File: config.mk
export PLATFORM = sky130hd
export DESIGN_NAME = psum_accumulator_flat
export DESIGN_NICKNAME = d
export VERILOG_FILES = /design/src/rtl/psum_accumulator_if.sv /design/src/rtl/psum_accumulator.sv /design/src/flat_wrapper.sv
export SDC_FILE = /design/constraint.sdc
export NUM_CORES = 1
export LEC_CHECK = 0
export CAP_MARGIN = 20
export CORE_MARGIN = 2
export CORE_UTILIZATION = 50
export DETAILED_ROUTE_END_ITERATION = 7
export PLACE_DENSITY = 0.72
export SETUP_SLACK_MARGIN = 0.4
export SKIP_LAST_GASP = 1
export SLEW_MARGIN = 30
export SYNTH_ARGS = -nofsm -noshare
export SYNTH_HDL_FRONTEND = slang
export SYNTH_SLANG_ARGS = --single-unit
File: constraint.sdc
create_clock -name clk -period 10 [get_ports clk]
set_input_delay 1.5 -clock clk [delete_from_list [all_inputs] [get_ports clk]]
set_output_delay 1.5 -clock clk [all_outputs]
set_load 0.02 [all_outputs]
File: src/rtl/psum_accumulator_if.sv
// Handshake bundle between pipeline stage 2, the partial-sum accumulator and the PSum writer.
interface psum_accumulator_if #(
    parameter int DATA_WIDTH = 16,
    parameter int ACC_WIDTH  = 20
);
    logic signed [DATA_WIDTH-1:0] in;
    logic                         stall_in;
    logic                         done_in;
    logic                         co_filter;
    logic                         stall_req;
    logic signed [ACC_WIDTH-1:0]  psum_out;
    logic                         psum_sat;
    logic                         psum_valid;
    logic                         psum_ready;
    logic                         done_out;

    modport master (
        output in, stall_in, done_in, co_filter, psum_ready,
        input  stall_req, psum_out, psum_sat, psum_valid, done_out
    );

    modport slave (
        input  in, stall_in, done_in, co_filter, psum_ready,
        output stall_req, psum_out, psum_sat, psum_valid, done_out
    );
endinterface

File: src/rtl/psum_accumulator.sv
// Saturating per-window accumulation of signed products, queued in a 2-entry buffer
// for the PSum writer, with upstream backpressure and an end-of-computation pulse.
module psum_accumulator #(
    parameter int DATA_WIDTH = 16,
    parameter int ACC_WIDTH  = 20
) (
    input logic                clk,
    input logic                rst,
    psum_accumulator_if.slave  bus
);
    localparam logic [1:0] IDLE  = 2'd0;
    localparam logic [1:0] ACCUM = 2'd1;
    localparam logic [1:0] FLUSH = 2'd2;
    localparam logic [1:0] DONE  = 2'd3;

    localparam logic signed [ACC_WIDTH-1:0] ACC_MAX = {1'b0, {(ACC_WIDTH-1){1'b1}}};
    localparam logic signed [ACC_WIDTH-1:0] ACC_MIN = {1'b1, {(ACC_WIDTH-1){1'b0}}};

    logic [1:0]                  state;
    logic [1:0]                  state_next;
    logic signed [ACC_WIDTH-1:0] acc;
    logic signed [ACC_WIDTH-1:0] acc_next;
    logic signed [ACC_WIDTH-1:0] in_ext;
    logic [ACC_WIDTH:0]          sum;
    logic                        sat;
    logic                        sat_next;

    logic [ACC_WIDTH-1:0]        fifo_acc [2];
    logic                        fifo_sat [2];
    logic                        rptr;
    logic                        wptr;
    logic [1:0]                  count;
    logic [1:0]                  count_next;

    logic                        full;
    logic                        valid;
    logic                        accepting;
    logic                        acc_en;
    logic                        push;
    logic                        pop;

    assign in_ext = ACC_WIDTH'(bus.in);
    // One extra bit of headroom: overflow shows up as the top two bits disagreeing.
    assign sum    = {acc[ACC_WIDTH-1], acc} + {in_ext[ACC_WIDTH-1], in_ext};

    assign full       = (count == 2'd2);
    assign valid      = (count != 2'd0);
    assign accepting  = (state == IDLE) || (state == ACCUM);
    assign acc_en     = !bus.stall_in && !full && accepting;
    assign push       = acc_en && (bus.co_filter || bus.done_in);
    assign pop        = valid && bus.psum_ready;
    assign count_next = count + {1'b0, push} - {1'b0, pop};

    always_comb begin
        acc_next = acc;
        sat_next = sat;
        if (state == IDLE) begin
            acc_next = in_ext;
            sat_next = 1'b0;
        end else if (sum[ACC_WIDTH] != sum[ACC_WIDTH-1]) begin
            acc_next = sum[ACC_WIDTH] ? ACC_MIN : ACC_MAX;
            sat_next = 1'b1;
        end else begin
            acc_next = sum[ACC_WIDTH-1:0];
        end
    end

    always_comb begin
        state_next = state;
        case (state)
            IDLE, ACCUM: begin
                if (acc_en) begin
                    if (bus.done_in)        state_next = FLUSH;
                    else if (bus.co_filter) state_next = IDLE;
                    else                    state_next = ACCUM;
                end
            end
            // Looking at next occupancy lets done_out follow the last pop by exactly one cycle.
            FLUSH:   if (count_next == 2'd0) state_next = DONE;
            DONE:    state_next = IDLE;
            default: state_next = IDLE;
        endcase
    end

    always_ff @(posedge clk) begin
        if (rst) begin
            state <= IDLE;
            acc   <= '0;
            sat   <= 1'b0;
            rptr  <= 1'b0;
            wptr  <= 1'b0;
            count <= '0;
            for (int unsigned i = 0; i < 2; i++) begin
                fifo_acc[i] <= '0;
                fifo_sat[i] <= 1'b0;
            end
        end else begin
            state <= state_next;
            count <= count_next;
            if (acc_en) begin
                acc <= acc_next;
                sat <= sat_next;
            end
            if (push) begin
                fifo_acc[wptr] <= acc_next;
                fifo_sat[wptr] <= sat_next;
                wptr           <= ~wptr;
            end
            if (pop) rptr <= ~rptr;
        end
    end

    assign bus.stall_req  = full;
    assign bus.psum_valid = valid;
    assign bus.psum_out   = fifo_acc[rptr];
    assign bus.psum_sat   = fifo_sat[rptr];
    assign bus.done_out   = (state == DONE);
endmodule

File: src/flat_wrapper.sv
// flat-port wrapper written by rule: the top's interface ports become plain ports
module psum_accumulator_flat 
#(
    parameter int DATA_WIDTH = 16,
    parameter int ACC_WIDTH  = 20
)
  (clk, rst, bus_in, bus_stall_in, bus_done_in, bus_co_filter, bus_psum_ready, bus_stall_req, bus_psum_out, bus_psum_sat, bus_psum_valid, bus_done_out);
  psum_accumulator_if #(.DATA_WIDTH(DATA_WIDTH), .ACC_WIDTH(ACC_WIDTH)) bus_i ();
  input logic clk;
  input logic rst;
  input wire logic [$bits(bus_i.in)-1:0] bus_in;
  input wire logic [$bits(bus_i.stall_in)-1:0] bus_stall_in;
  input wire logic [$bits(bus_i.done_in)-1:0] bus_done_in;
  input wire logic [$bits(bus_i.co_filter)-1:0] bus_co_filter;
  input wire logic [$bits(bus_i.psum_ready)-1:0] bus_psum_ready;
  output wire logic [$bits(bus_i.stall_req)-1:0] bus_stall_req;
  output wire logic [$bits(bus_i.psum_out)-1:0] bus_psum_out;
  output wire logic [$bits(bus_i.psum_sat)-1:0] bus_psum_sat;
  output wire logic [$bits(bus_i.psum_valid)-1:0] bus_psum_valid;
  output wire logic [$bits(bus_i.done_out)-1:0] bus_done_out;
  assign bus_i.in = bus_in;
  assign bus_i.stall_in = bus_stall_in;
  assign bus_i.done_in = bus_done_in;
  assign bus_i.co_filter = bus_co_filter;
  assign bus_i.psum_ready = bus_psum_ready;
  assign bus_stall_req = bus_i.stall_req;
  assign bus_psum_out = bus_i.psum_out;
  assign bus_psum_sat = bus_i.psum_sat;
  assign bus_psum_valid = bus_i.psum_valid;
  assign bus_done_out = bus_i.done_out;
  psum_accumulator #(.DATA_WIDTH(DATA_WIDTH), .ACC_WIDTH(ACC_WIDTH)) u_core (.clk(clk), .rst(rst), .bus(bus_i));
endmodule
==> metrics.md <==
| Metric | Value |
|---|---|
| Max FO, Critical Path | `18` |
| Vias per Instance | `just over 6` |
| Setup total negative slack | `0 ps` |
| First-pass GRT wire length | `18.8 mm` |
| Post-synthesis cell count | `around 480` |
| Worst Path Required | `between 10,000 and 15,000 ps` |
| Post-Layout Inst Area | `about 5200 um2` |
| H-tree depth | `3` |
| Post-CTS Hold Fix Bufs | `0` |
| Core area | `~8700 um2` |
| FF-to-FF End | `u_core.fifo_acc[1][10]` |
| Dpl ws | `~4800 ps` |
| Fraction of layout instances using a drive strength above 1 | `between 10% and 20%` |
| Synth Register Bits | `70` |
| Reg-to-reg setup timing slack | `between 6000 and 7000 ps` |
| Area leader, netlist | `edfxtp_1` |
| Antenna violations before repair | `0` |
| CTS clk-pin slew, worst paths | `approximately 90 ps` |
| Clock Sink Count | `70` |
| Period utilization | `between 40% and 50%` |
| Starting density of the core | `51.3%` |
| Leak pwr | `~1.9 nW` |
| Post-synth EDFFs | `42` |
| Cells on worst reg2reg path | `11` |
| Vias | `roughly 3,900` |
| I/O pin cnt | `46` |
| Total power draw | `0.00125 W` |
| Worst Hold Class | `flop to flop` |
| Worst-case clock buffer depth | `2` |
| Hpwl dp | `between 8 and 9 mm` |
| Crit path DAT | `5100 ps` |
| Crit path kind | `input port to flop` |
| CP Launch Point | `bus_in[0]` |
| Distinct cells, synth | `64` |
| Dpl cell area | `between 4000 and 5000 um2` |
| Ant diodes | `0` |
| Final antenna-violating net count | `0` |
| Status | `finished clean` |
| Final Hold Fails | `0` |
| Synth Cell Area | `4450 um2` |
| Clock skew | `about 16 ps` |
| Syn Nets | `approximately 530` |
| Max Clk Rate | `a little over 0.2 GHz` |
| Crit start category | `input port` |
| Slew Viols, Final | `0` |
| Root Buffer | `clkbuf_8` |
| Post-synth top area share | `28.4%` |
| GP Congestion | `approximately 0.9` |
| Async SR Flop Fraction | `0%` |
| Nature of the critical path endpoint | `flop` |
| Setup violators final | `0` |
| CTS tree | `done` |
| PostCTS Resize Cnt | `0` |
| Yosys Warn Count | `0` |
| Multi-input gate area | `between 2000 and 2500 um2` |
| Max VDD drop | `about 0.078 mV` |
| RR Startpoint | `u_core.acc[0]` |
| Port Buffers | `between 40 and 50` |
| RSZ-0062 raised after global routing | `no` |
| Hold Path Stages | `2` |
| CTS buffer count | `9` |
| End of the critical path | `u_core.fifo_acc[1][10]` |
| Fill cell count | `~760` |
| Final #Nets | `563` |
| Ys flop type | `edfxtp_1` |
| Synth Area per Inst | `roughly 9.2 um2` |
| Power Dens Cells | `~240 nW/um2` |
| Post-CTS setup buffers | `0` |
| Pin count of the biggest net entering global routing | `39` |
| Chip height | `98.3 um` |
| Sequential share of the synthesized area | `between 40% and 50%` |
| Total global routing overflow | `0` |
| First-pass DRT Iterations | `5` |
| Max-Cap Viols | `0` |
| Total track usage | `roughly 24%` |
| Number of global-route vias before repair | `3,620` |
| Most frequent cells in the layout | `nor2_1 (60), clkdlybuf4s50_1 (45), edfxtp_1 (42), a21oi_1 (40), nor3_1 (34)` |
| Most common cell after layout, fill and taps aside | `nor2_1` |
| Residual DRC | `0` |
| Sequential cell area | `approximately 1800 um2` |
| Die width | `around 100 um` |
| Slack of the critical path | `about 5100 ps` |
| Area of the die | `roughly 9700 um2` |
| Row cnt | `34` |
| Min Tclk post-route | `about 4900 ps` |
| 1st-iter DRT viols | `about 370` |
| Worst-Margin Slew | `between 900 and 1000 ps` |
| Routed len/inst | `~18 um` |
| Post-Route WL | `about 11 mm` |
| Worst-skew pair later-pin latency | `350 ps` |
| Area contributors post-synth | `edfxtp_1 (28%), dfxtp_1 (13%), ha_1 (6.2%)` |
| Area growth, synth to finish | `16.6%` |
| Worst slew margin | `38.2%` |
report_power, final:
part / total, W / switching, W / internal, W
combinational: 0.000611 / 0.000362 / 0.000249
sequential: 0.000399 / 0.0000369 / 0.000362
clock: 0.000236 / 0.000119 / 0.000117
total: 0.00125 / 0.000518 / 0.000728
cells by family (layout without fill, tap and decap cells):
group           Yosys count  after routing  share of synthesized area [%]
fa+ha+maj                23             23                           6.64
flops                    70             70                           41.0
compound gates          139            139                           21.2
buf+inv                  41             81                           3.80
simple gates            174            174                           19.1
xor+xnor                 14             14                           2.76
mux                      22             22                           5.54
critical path: stages:
cell and delay (ps):
clkdlybuf4s50_1 520, ha_1 190, inv_1 60, fa_1 370
nor2b_1 210, o211ai_1 150, a21o_1 220, a211oi_2 310
o22ai_1 220, o31ai_4 790, o22ai_1 350, nor2_1 200
final cells by class:
class                   count  share of cell area (%)
multi-input cells         372                    47.8
flip-flops and latches     70                    35.1
repair buffers             51                    9.62
well taps                 108                    2.60
clock buffers              10                    2.46
clock inverters             6                    1.37
inverters                  14                    1.01
synthesized netlist by cell type, types with 4 or more instances:
cell / count
o211ai_1: 7
xor2_1: 4
nand3_1: 10
nor2b_1: 5
nand2_1: 28
nor2_1: 60
o21ai_0: 18
inv_1: 13
o21ai_1: 5
a211oi_1: 15
edfxtp_1: 42
a21oi_1: 40
ha_1: 22
nor3_1: 34
clkbuf_1: 20
dfxtp_1: 28
or3_1: 9
a21o_1: 5
nand2b_1: 5
mux2_2: 21
o22ai_1: 8
o31ai_1: 8
and2_1: 4
xnor2_1: 10
flip-flops by register name, summed over array words and instances, names as in the netlist, named ones only:
register and cells:
u_core.wptr 1, u_core.acc 20, u_core.state 2, u_core.fifo_acc 40, u_core.sat 1, u_core.fifo_sat 2
u_core.count 2, u_core.rptr 1
routing by layer:
| metal | GRT usage, % | part of all wire (%) |
|---|---|---|
| met1 | 37.1 | 47 |
| met2 | 35.2 | 44 |
| met3 | 2.51 | 7.0 |
| met4 | 8.96 | 2.1 |
| met5 | 0 | 0 |
how the worst min path moves through the flow:
stage | from | to
finish | u_core.acc[10] | u_core.acc[10]
global route | u_core.acc[7] | u_core.acc[7]
CTS | u_core.acc[7] | u_core.acc[7]
detailed placement | u_core.acc[7] | u_core.acc[7]
global placement | u_core.acc[7] | u_core.acc[7]
floorplan | u_core.acc[11] | u_core.acc[11]
metrics by stage:
| step | hold WS (ps) | util, % | std cells |
|---|---|---|---|
| 2_1_floorplan | 438 | - | 483 |
| 3_3_place_gp | 449 | 57.3 | 614 |
| 3_5_place_dp | 464 | 57.5 | 615 |
| 4_1_cts | 477 | 59.7 | 631 |
| 5_1_grt | 507 | 59.8 | 631 |
| 6_report | 472 | 59.8 | 631 |
(Power assumes the default switching activity.)
